**src/rtl/sysid_check_pkg.sv**
```systemverilog
// Shared types and constants for the system-ID check master.
package sysid_check_pkg;

  typedef enum logic [2:0] {
    ST_IDLE,
    ST_REQ_ID,
    ST_RSP_ID,
    ST_REQ_TS,
    ST_RSP_TS,
    ST_EVAL,
    ST_FIN
  } state_e;

  localparam logic ADDR_ID = 1'b0;
  localparam logic ADDR_TS = 1'b1;

  typedef struct packed {
    logic pass;
    logic id_mismatch;
    logic ts_mismatch;
    logic timeout;
  } result_flags_t;

endpackage

```
**src/rtl/sysid_check_timer.sv**
```systemverilog
// Loadable saturating cycle counter; expired when it sits at the limit, last one count earlier.
module sysid_check_timer #(
  parameter int TIMEOUT_CYCLES = 255
) (
  input  logic clock,
  input  logic reset,
  input  logic load,
  input  logic inc,
  output logic expired,
  output logic last
);

  localparam int W = $clog2(TIMEOUT_CYCLES + 1);
  localparam logic [W-1:0] LIMIT = W'(TIMEOUT_CYCLES);
  localparam logic [W-1:0] LIMIT_M1 = W'(TIMEOUT_CYCLES - 1);

  logic [W-1:0] count_q, count_d;

  always_comb begin
    count_d = count_q;
    if (load) begin
      count_d = '0;
    end else if (inc && !expired) begin
      count_d = count_q + W'(1);
    end
  end

  always_ff @(posedge clock or posedge reset) begin
    if (reset) begin
      count_q <= '0;
    end else begin
      count_q <= count_d;
    end
  end

  assign expired = (count_q == LIMIT);
  assign last    = (count_q == LIMIT_M1);

endmodule

```
**src/rtl/sysid_check_master.sv**
```systemverilog
// Avalon-MM read master: fetches system ID and build timestamp, compares them, reports sticky results.
module sysid_check_master
  import sysid_check_pkg::*;
#(
  parameter logic [31:0] EXPECTED_ID    = 32'h0100_0001,
  parameter logic [31:0] EXPECTED_TS    = 32'h5820_A5A2,
  parameter logic        CHECK_TS       = 1'b1,
  parameter int          TIMEOUT_CYCLES = 255
) (
  input  logic        clock,
  input  logic        reset,
  input  logic        start,
  output logic        avm_address,
  output logic        avm_read,
  input  logic        avm_waitrequest,
  input  logic [31:0] avm_readdata,
  input  logic        avm_readdatavalid,
  output logic        busy,
  output logic        done,
  output logic        pass,
  output logic        id_mismatch,
  output logic        ts_mismatch,
  output logic        timeout,
  output logic [31:0] id_value,
  output logic [31:0] ts_value
);

  state_e        state_q, state_d;
  logic          read_q, read_d;
  logic          addr_q, addr_d;
  logic          busy_q, busy_d;
  logic          done_q, done_d;
  result_flags_t flags_q, flags_d;
  logic [31:0]   id_q, id_d;
  logic [31:0]   ts_q, ts_d;
  logic          tmr_load, tmr_inc, tmr_expired, tmr_last;

  always_comb begin
    state_d = state_q;
    read_d  = read_q;
    addr_d  = addr_q;
    flags_d = flags_q;
    id_d    = id_q;
    ts_d    = ts_q;
    case (state_q)
      ST_IDLE: begin
        if (start) begin
          state_d = ST_REQ_ID;
          read_d  = 1'b1;
          addr_d  = ADDR_ID;
          flags_d = '0;
          id_d    = '0;
          ts_d    = '0;
        end
      end
      ST_REQ_ID, ST_REQ_TS: begin
        if (read_q && !avm_waitrequest) begin
          read_d = 1'b0;
          // Zero-latency slave: data arrives with acceptance, so RSP is skipped.
          if (avm_readdatavalid && state_q == ST_REQ_ID) begin
            id_d    = avm_readdata;
            state_d = ST_REQ_TS;
            read_d  = 1'b1;
            addr_d  = ADDR_TS;
          end else if (avm_readdatavalid) begin
            ts_d    = avm_readdata;
            state_d = ST_EVAL;
          end else begin
            state_d = (state_q == ST_REQ_ID) ? ST_RSP_ID : ST_RSP_TS;
          end
        end else if (tmr_expired) begin
          read_d          = 1'b0;
          flags_d.timeout = 1'b1;
          state_d         = ST_FIN;
        end else if (tmr_last) begin
          read_d = 1'b0;
        end
      end
      ST_RSP_ID: begin
        if (avm_readdatavalid) begin
          id_d    = avm_readdata;
          state_d = ST_REQ_TS;
          read_d  = 1'b1;
          addr_d  = ADDR_TS;
        end else if (tmr_expired) begin
          flags_d.timeout = 1'b1;
          state_d         = ST_FIN;
        end
      end
      ST_RSP_TS: begin
        if (avm_readdatavalid) begin
          ts_d    = avm_readdata;
          state_d = ST_EVAL;
        end else if (tmr_expired) begin
          flags_d.timeout = 1'b1;
          state_d         = ST_FIN;
        end
      end
      ST_EVAL: begin
        flags_d.id_mismatch = (id_q != EXPECTED_ID);
        flags_d.ts_mismatch = (ts_q != EXPECTED_TS);
        flags_d.pass = (id_q == EXPECTED_ID) && !(CHECK_TS && (ts_q != EXPECTED_TS));
        state_d = ST_FIN;
      end
      ST_FIN:  state_d = ST_IDLE;
      default: state_d = ST_IDLE;
    endcase
    busy_d = (state_d != ST_IDLE);
    done_d = (state_d == ST_FIN);
  end

  // The per-word window restarts whenever a request phase is entered.
  assign tmr_load = (state_d != state_q) && (state_d == ST_REQ_ID || state_d == ST_REQ_TS);
  assign tmr_inc  = (state_q == ST_REQ_ID) || (state_q == ST_RSP_ID) ||
                    (state_q == ST_REQ_TS) || (state_q == ST_RSP_TS);

  sysid_check_timer #(.TIMEOUT_CYCLES(TIMEOUT_CYCLES)) u_timer (
    .clock  (clock),
    .reset  (reset),
    .load   (tmr_load),
    .inc    (tmr_inc),
    .expired(tmr_expired),
    .last   (tmr_last)
  );

  always_ff @(posedge clock or posedge reset) begin
    if (reset) begin
      state_q <= ST_IDLE;
      read_q  <= 1'b0;
      addr_q  <= 1'b0;
      busy_q  <= 1'b0;
      done_q  <= 1'b0;
      flags_q <= '0;
      id_q    <= '0;
      ts_q    <= '0;
    end else begin
      state_q <= state_d;
      read_q  <= read_d;
      addr_q  <= addr_d;
      busy_q  <= busy_d;
      done_q  <= done_d;
      flags_q <= flags_d;
      id_q    <= id_d;
      ts_q    <= ts_d;
    end
  end

  assign avm_read    = read_q;
  assign avm_address = addr_q;
  assign busy        = busy_q;
  assign done        = done_q;
  assign pass        = flags_q.pass;
  assign id_mismatch = flags_q.id_mismatch;
  assign ts_mismatch = flags_q.ts_mismatch;
  assign timeout     = flags_q.timeout;
  assign id_value    = id_q;
  assign ts_value    = ts_q;

endmodule

```
**config.mk**
```make
export PLATFORM = sky130hd
export DESIGN_NAME = sysid_check_master
export DESIGN_NICKNAME = d
export VERILOG_FILES = /design/src/rtl/sysid_check_pkg.sv /design/src/rtl/sysid_check_timer.sv /design/src/rtl/sysid_check_master.sv
export SDC_FILE = /design/constraint.sdc
export NUM_CORES = 1
export LEC_CHECK = 0
export ABC_AREA = 1
export ABC_CLOCK_PERIOD_IN_PS = 2400
export CAP_MARGIN = 20
export CORE_MARGIN = 2
export CORE_UTILIZATION = 44
export DETAILED_ROUTE_END_ITERATION = 8
export PLACE_DENSITY = 0.77
export SETUP_SLACK_MARGIN = 0.1
export SYNTH_ARGS = -nofsm -noshare
export SYNTH_HDL_FRONTEND = slang
export SYNTH_SLANG_ARGS = --single-unit
```
**constraint.sdc**
```tcl
create_clock -name clock -period 2.4 [get_ports clock]
set_input_delay 0.48 -clock clock [delete_from_list [all_inputs] [get_ports clock]]
set_output_delay 0.48 -clock clock [all_outputs]
set_load 0.05 [all_outputs]
```
Word level (Yosys, flattened, before mapping)
Cells that the tools add are included.

word-level totals
  register bits = 83
  input bits = 37
  output and inout port bits = 72
  word-level logic and storage cells = 98

operators by class
  $add $sub $neg = 1
  equality and inequality tests = 22
  muxes and demuxes = 37
  reduce and logical (&&, ||, !) cells = 26

operators with widths
  operator                                          count
  2-to-1 mux 32 bit                                 7
  one-hot mux 32 bit (3 select lines)               2
  == test 32 x 25 -> 1 bit (second input constant)  1
  != test 32 x 25 -> 1 bit (second input constant)  1
  != test 32 x 31 -> 1 bit (second input constant)  1
  2-to-1 mux 3 bit                                  8
  == test 8 bit (second input constant)             2
  2-to-1 mux 8 bit                                  2
  one-hot mux 3 bit (5 select lines)                1
  != test 2 bit (second input constant)             7
  2-to-1 mux 1 bit                                  12
  AND reduction 4 bit                               3
  nonzero test 3 bit                                4
  == test 3 x 2 -> 1 bit (second input constant)    3
  == test 3 bit (second input constant)             3
  one-hot mux 1 bit (3 select lines)                3
  adder 8 x 1 -> 8 bit (second input constant)      1
  == test 3 x 1 -> 1 bit (second input constant)    2
  one-hot mux 3 bit (2 select lines)                1
  logical AND 1 bit                                 5
  AND reduction 5 bit                               1
  logical OR 1 bit                                  4
  2-to-1 mux 4 bit                                  1
  != test 4 x 3 -> 1 bit (second input constant)    1
  other kinds (6)                                   10

Depth between registers and ports, before layout
Gate-level depths: netlist of the first run.

  word-level depth = 10
  depth in mapped cells = 9
  depth with buffers taken out = 9

Hierarchy
From an unflattened synthesis of the first run, not the netlist that was laid out.

unflattened totals
  cell total of the unflattened synthesis = 618
  area, all modules = 4503.1 um^2

modules (own cells, without submodules)
  module              instances  cells each  area each (um^2)  seq. area each (um^2)
  sysid_check_master  1          540         3951.3            1876.8
  sysid_check_timer   1          78          551.8             200.2

Worst setup path after synthesis of the first run
OpenSTA, ideal clock, no wires.

  kind = register to register
  start point = reg read_q (netlist: avm_read)
  end point = reg u_timer.count_q[7]
  setup time = 0.118 ns
  arrival = 1.522 ns
  required time = 2.282 ns
  path slack = 0.760 ns
  stages on the path, launching flop included = 8
  buffers on the path = 2
  period minus slack after synthesis = 1.640 ns
  cells stage by stage = dfrtp_1 nand2_1 o21ai_1 nand3_2 buf_4 buf_4 nand3_1 nand2_1

on the way
  word-level cells in the longest chain between the ends = 7
  elaborated cells on any way between the ends = 10
  those cells by class = 3 x eq/ne; 3 x mux; 4 x reduce/logical

ends and longest elaborated chain
  what                                                              line                       source
  start: declaration                                                sysid_check_master.sv:29   logic read_q, read_d;
  start signal: assignment                                          sysid_check_master.sv:138  read_q <= read_d;
  logical AND 1 bit *                                               sysid_check_master.sv:57   if (read_q && !avm_waitrequest) begin
  2-to-1 mux 3 bit *                                                sysid_check_master.sv:57
  one-hot mux 3 bit (5 select lines) *                              sysid_check_master.sv:45   case (state_q)
  == test 3 x 1 -> 1 bit or == test 3 x 2 -> 1 bit (tied branches)  sysid_check_master.sv:113  assign tmr_load = (state_d != state_q) && (state_d == ST_REQ_ID || state_d == ST_REQ_TS);
  logical OR 1 bit                                                  sysid_check_master.sv:113
  logical AND 1 bit *                                               sysid_check_master.sv:113
  2-to-1 mux 8 bit or nonzero test 2 bit (tied branches)            -
  end signal: assignment                                            sysid_check_timer.sv:32    count_q <= count_d;
  end: declaration                                                  sysid_check_timer.sv:17    logic [W-1:0] count_q, count_d;

Mark *: on every way between the ends. The rest lies on a longest branch, timed or not.
A chain may end at the register's enable or synchronous reset.

Final worst setup path of the first run
  start point = reg read_q (netlist: avm_read)
  end point = out avm_read

RTL lines
  what              line                      source
  end: declaration  sysid_check_master.sv:14  output logic avm_read,

No word-level cell between the ends.

==> flow_metrics.tcl, run 1 <==
set metrics [dict create \
    synth-compound-area-share_pct 1.80 \
    pre_cts_ws_ns 0.136 \
    yosys-top-cells-area "dfrtp_1, nand2_1, nand4_1" \
    synthMuxAreaShare_pct 0 \
    synth_top_area_share_pct 52.5 \
    wl_um 10700 \
    fmax_mhz 476 \
    synth-simple-area-share_pct 38.2 \
    final_core_util_pct 61.8 \
    p_total_mw 8.32 \
    critPathKind "reg -> out" \
    final_cell_mix "nand2_1, clkdlybuf4s50_1, dfrtp_1" \
    fp-row-count 34 \
    cts_setup_buffers 0 \
    grt_max_degree 50 \
    path_max_fanout 4 \
    dp.cells 707 \
    syn-num-nets 544 \
    synthCells 505 \
    drt_iter0_drc 177 \
    p_per_area_mw_per_mm2 1550 \
    p_leak_nw 2.72 \
    ir_worst_vdd_uv 805 \
    finalHoldViolCount 0 \
    dr.pass1.iters 4 \
    worstSetupStartpointType "flop" \
    core_area_mm2 0.00872 \
    die_h_um 98.8 \
    clk_path_buf_depth 2 \
    start_util_pct 45.4 \
    grt_usage_pct 22.4 \
    cp.required_ns 1.92 \
    area_growth_syn_to_layout_pct 36.2 \
    clkLatencyLatePin_ns 0.36 \
    insertedDiodeCount 0 \
    layout_setup_ws_ns 0.300 \
    nets 649 \
    place_area_mm2 0.00516 \
    cts_root_buf "clkbuf_8" \
    relSlewSlack_pct 63.3 \
    seq_area_frac_synth_pct 52.5 \
    outcome "complete, no violations" \
    io_buffers 108 \
    final_common_cell "nand2_1" \
    synthXorXnorAreaFrac_pct 0.886 \
    synth.distinct_cells 25 \
    postRouteAntennaNets 0 \
    hpwl_um 7510 \
    avgSynthCellArea_um2 7.83 \
    synth_top_family_by_area "simple AND/OR/NAND/NOR gates" \
    cp-end-kind "output port" \
    place_congestion 0.952 \
    grt_pass1_wl_um 17500 \
    die-width_um 98.8 \
    min_period_ns 2.10 \
    rsz0062_at_grt "false" \
    path_clk_slew_ns 0.09 \
    first_global_vias 3666 \
    cts_made_buffers 9 \
    setup_viol 0 \
    cts_resized 0 \
    tritoncts_num_sinks 83 \
    die-area_mm2 0.00976 \
    cts_max_level 3 \
    holdWs_ns 0.454 \
    viasPerCell 5.15 \
    cp_slowest_cell "clkdlybuf4s50_1" \
    post-route-cell-area_mm2 0.00539 \
    maxCapViolations 0 \
    pin_count 109 \
    cts_tree "built" \
    num_vias 3726 \
    tightest_slew_ns 0.548 \
    crit_chain "clkdlybuf4s50_1" \
    cp_top_family "buffers and inverters" \
    hp-class "in -> async" \
    slowest_delay_ns 0.84 \
    drt-wirelength-per-cell_um 14.8 \
    maxSlewViolCount 0 \
    grt_overflow 0 \
    ys_warn_count 0 \
    crit_arrival_ns 1.62 \
    antenna_found_initial 0 \
    finalCritPeriodShare_pct 87.5 \
    final.setup_skew_ns 0.00965 \
    synth_area_leader_cell "dfrtp_1" \
    finalNonFillerCells 723 \
    synthAdderAreaFrac_pct 0.633 \
    synth_area_mm2 0.00396 \
    yosys_register_bits 83 \
    route.detailed.drc 0 \
    crit_buf_inv 1 \
    hold_buffers 0 \
    fin_setup_tns_ns 0 \
    drive_above_1_share_pct 6.18 \
]
[layout make-up]
type | count | area [um2]
Clock buffer | 9 | 124
Multi-Input combinational cell | 369 | 1640
Clock inverter | 7 | 101
Timing Repair Buffer | 115 | 1180
Fill cell | 746 | 3340
Tap cell | 108 | 135
Inverter | 32 | 124
Sequential cell | 83 | 2080
[worst paths after layout]
| path | endpoint | cells past startpoint | start | slack, ns |
|---|---|---|---|---|
| setup / recovery | avm_read | 1 | avm_read$_DFFE_PP0P_ | 0.30 |
| hold reg to reg | pass$_DFFE_PP0P_ | 2 | pass$_DFFE_PP0P_ | 0.50 |
| max in group asynchronous | ts_value[9]$_DFFE_PP0P_ | 3 | reset | 1.38 |
| hold / removal | id_value[10]$_DFFE_PP0P_ | 2 | reset | 0.45 |
| setup reg to reg | ts_value[7]$_DFFE_PP0P_ | 9 | state_q[2]$_DFF_PP0_ | 0.43 |
| min in group clock | pass$_DFFE_PP0P_ | 2 | pass$_DFFE_PP0P_ | 0.50 |
[flip-flops by register name, summed over array words and instances (netlist names)]
name             flops
avm_read             1
ts_value            32
id_value            32
id_mismatch          1
timeout              1
state_q              3
ts_mismatch          1
busy                 1
u_timer.count_q      8
pass                 1
avm_address          1
done                 1
[synth_stat cells, drive strengths merged]
library cell	instances
a21oi	5
and2	1
buf	15
clkbuf	6
dfrtp	83
ha	2
inv	32
nand2	230
nand3	29
nand3b	3
nand4	34
nor2	52
nor3b	1
o21ai	7
o21bai	1
xor2	4
[cells by family after synthesis]
family	count (synthesis)
buffers and inverters	53
flip-flops	83
AND/OR/NAND/NOR	350
adder cells (fa/ha/maj)	2
AO/OA/AOI/OAI	13
XOR/XNOR	4
[metal layers]
metal  vias to the layer above  global-route usage, %  wire (um)
met3                        12                   7.23       1070
li1                       1807                      -          -
met1                      1756                   29.6       4570
met2                       151                   35.4       4890
met4                         0                   6.64        139
met5                         -                      0          0
[report_power, final]
part | total (mW) | switching, mW | leakage (nW) | internal [mW]
Combinational | 4.85 | 3.35 | 1.52 | 1.50
Clock | 1.12 | 0.525 | 0.111 | 0.594
Sequential | 2.35 | 0.444 | 1.10 | 1.90
(Power assumes the default switching activity.)
==> inputs of run 2 (changes only) <==
--- a/config.mk
+++ b/config.mk
@@ -7,7 +7,7 @@
 export LEC_CHECK = 0
 export ABC_AREA = 1
 export ABC_CLOCK_PERIOD_IN_PS = 2400
-export CAP_MARGIN = 20
+export CAP_MARGIN = 10
 export CORE_MARGIN = 2
 export CORE_UTILIZATION = 44
 export DETAILED_ROUTE_END_ITERATION = 8
@@ -16,3 +16,4 @@
 export SYNTH_ARGS = -nofsm -noshare
 export SYNTH_HDL_FRONTEND = slang
 export SYNTH_SLANG_ARGS = --single-unit
+export TNS_END_PERCENT = 20
==> constraint.sdc (replaced) <==
create_clock -name clock -period 2.4 [get_ports clock]
set_input_delay 0.48 -clock clock [delete_from_list [all_inputs] [get_ports clock]]
set_output_delay 0.48 -clock clock [all_outputs]
set_load 0.1 [all_outputs]
==> flow_metrics.tcl, run 2 (same netlist as run 1, synthesis figures left out) <==
set metrics [dict create \
    die-area_mm2 0.00976 \
    final.setup_skew_ns 0.0139 \
    fin_setup_tns_ns 0 \
    first_global_vias 3682 \
    path_max_fanout 33 \
    critPathKind "reg -> reg" \
    nets 650 \
    maxCapViolations 0 \
    drt-wirelength-per-cell_um 14.5 \
    grt_usage_pct 22.3 \
    hp-class "in -> async" \
    postRouteAntennaNets 0 \
    route.detailed.drc 0 \
    antenna_found_initial 0 \
    fmax_mhz 505 \
    relSlewSlack_pct 66.5 \
    grt_max_degree 47 \
    path_clk_slew_ns 0.09 \
    drt_iter0_drc 195 \
    cts_resized 0 \
    final_cell_mix "nand2_1, dfrtp_1, buf_4" \
    cts_made_buffers 9 \
    rsz0062_at_grt "false" \
    maxSlewViolCount 0 \
    area_growth_syn_to_layout_pct 30.6 \
    clk_path_buf_depth 2 \
    rrSetupSlack_ns 0.42 \
    fillCellCount 786 \
    hold_buffers 0 \
    io_buffers 108 \
    dr.pass1.iters 5 \
    die_h_um 98.8 \
    wl_met3_um 906 \
    crit_arrival_ns 2.23 \
    cts_max_level 3 \
    outcome "complete, no violations" \
    tightest_slew_ns 0.501 \
    cts_setup_buffers 0 \
    tritoncts_num_sinks 83 \
    multi_input_area_mm2 0.00164 \
    worstSetupStartpointType "flop" \
    start_util_pct 45.4 \
    num_vias 3729 \
    die-width_um 98.8 \
    cts_root_buf "clkbuf_8" \
    cp-end-kind "flop" \
    routed.top_layer "met4" \
    post-route-cell-area_mm2 0.00516 \
    final_common_cell "nand2_1" \
    finalCritPeriodShare_pct 82.4 \
    cts_tree "built" \
    clkLatencyLatePin_ns 0.36 \
    pin_count 109 \
    core_area_mm2 0.00872 \
    place_congestion 0.936 \
    viasPerCell 5.15 \
    drive_above_1_share_pct 18.0 \
    drt-met1-wl_um 4630 \
    grt_overflow 0 \
    seq_area_mm2 0.00208 \
    finalHoldViolCount 0 \
    wl_met2_um 4840 \
    min_period_ns 1.98 \
    grt_pass1_wl_um 17600 \
    insertedDiodeCount 0 \
    place_area_mm2 0.00499 \
    wl_um 10500 \
    fp-row-count 34 \
    setup_viol 0 \
    hpwl_um 7480 \
    cp.required_ns 2.65 \
]
run 2: cell type report:
class                           count  area share, %
Clock buffer                        9           2.40
Clock inverter                      7           1.02
Inverter                           32           2.40
Multi-Input combinational cell    369           31.8
Sequential cell                    83           40.2
Tap cell                          108           2.62
Timing Repair Buffer              116           19.6
run 2: path summary, 6_finish.rpt:
kind / from / end / cells past startpoint
worst max-delay path: state_q[2]$_DFF_PP0_ / ts_value[14]$_DFFE_PP0P_ / 9
worst min-delay path: reset / id_value[16]$_DFFE_PP0P_ / 2
worst max register to register: state_q[2]$_DFF_PP0_ / ts_value[14]$_DFFE_PP0P_ / 9
worst min register to register: avm_address$_DFFE_PP0P_ / avm_address$_DFFE_PP0P_ / 2
max in group asynchronous: reset / ts_value[10]$_DFFE_PP0P_ / 3
min in group clock: avm_address$_DFFE_PP0P_ / avm_address$_DFFE_PP0P_ / 2
run 2: metal layers:
layer  global-route usage, %  vias to the layer above
met3                    6.17                       10
met5                       0                        -
met4                    6.74                        0
met2                    34.9                      134
met1                    30.5                     1771
li1                        -                     1814
run 2: through the flow:
stage	hold WS, ns	instances	utilization [%]	setup WS [ns]
floorplan	0.520	505	-	0.384
global placement	0.470	708	57.2	0.218
detailed placement	0.484	708	57.2	0.136
CTS	0.505	724	59.2	0.436
global route	0.539	724	59.2	0.306
finish	0.494	724	59.2	0.422
run 2: worst max-delay path, stage by stage (launching register included):
cell	delay [ns]
dfrtp_1	0.48
inv_2	0.19
nand2_2	0.12
nor2_4	0.17
nor2_4	0.06
nor2_8	0.40
nand2_2	0.12
buf_12	0.19
nand2_1	0.07
nand2_1	0.06
Power of run 2 is not shown: default switching activity piles up to over one toggle a cycle in this logic, so the estimate is an artifact.
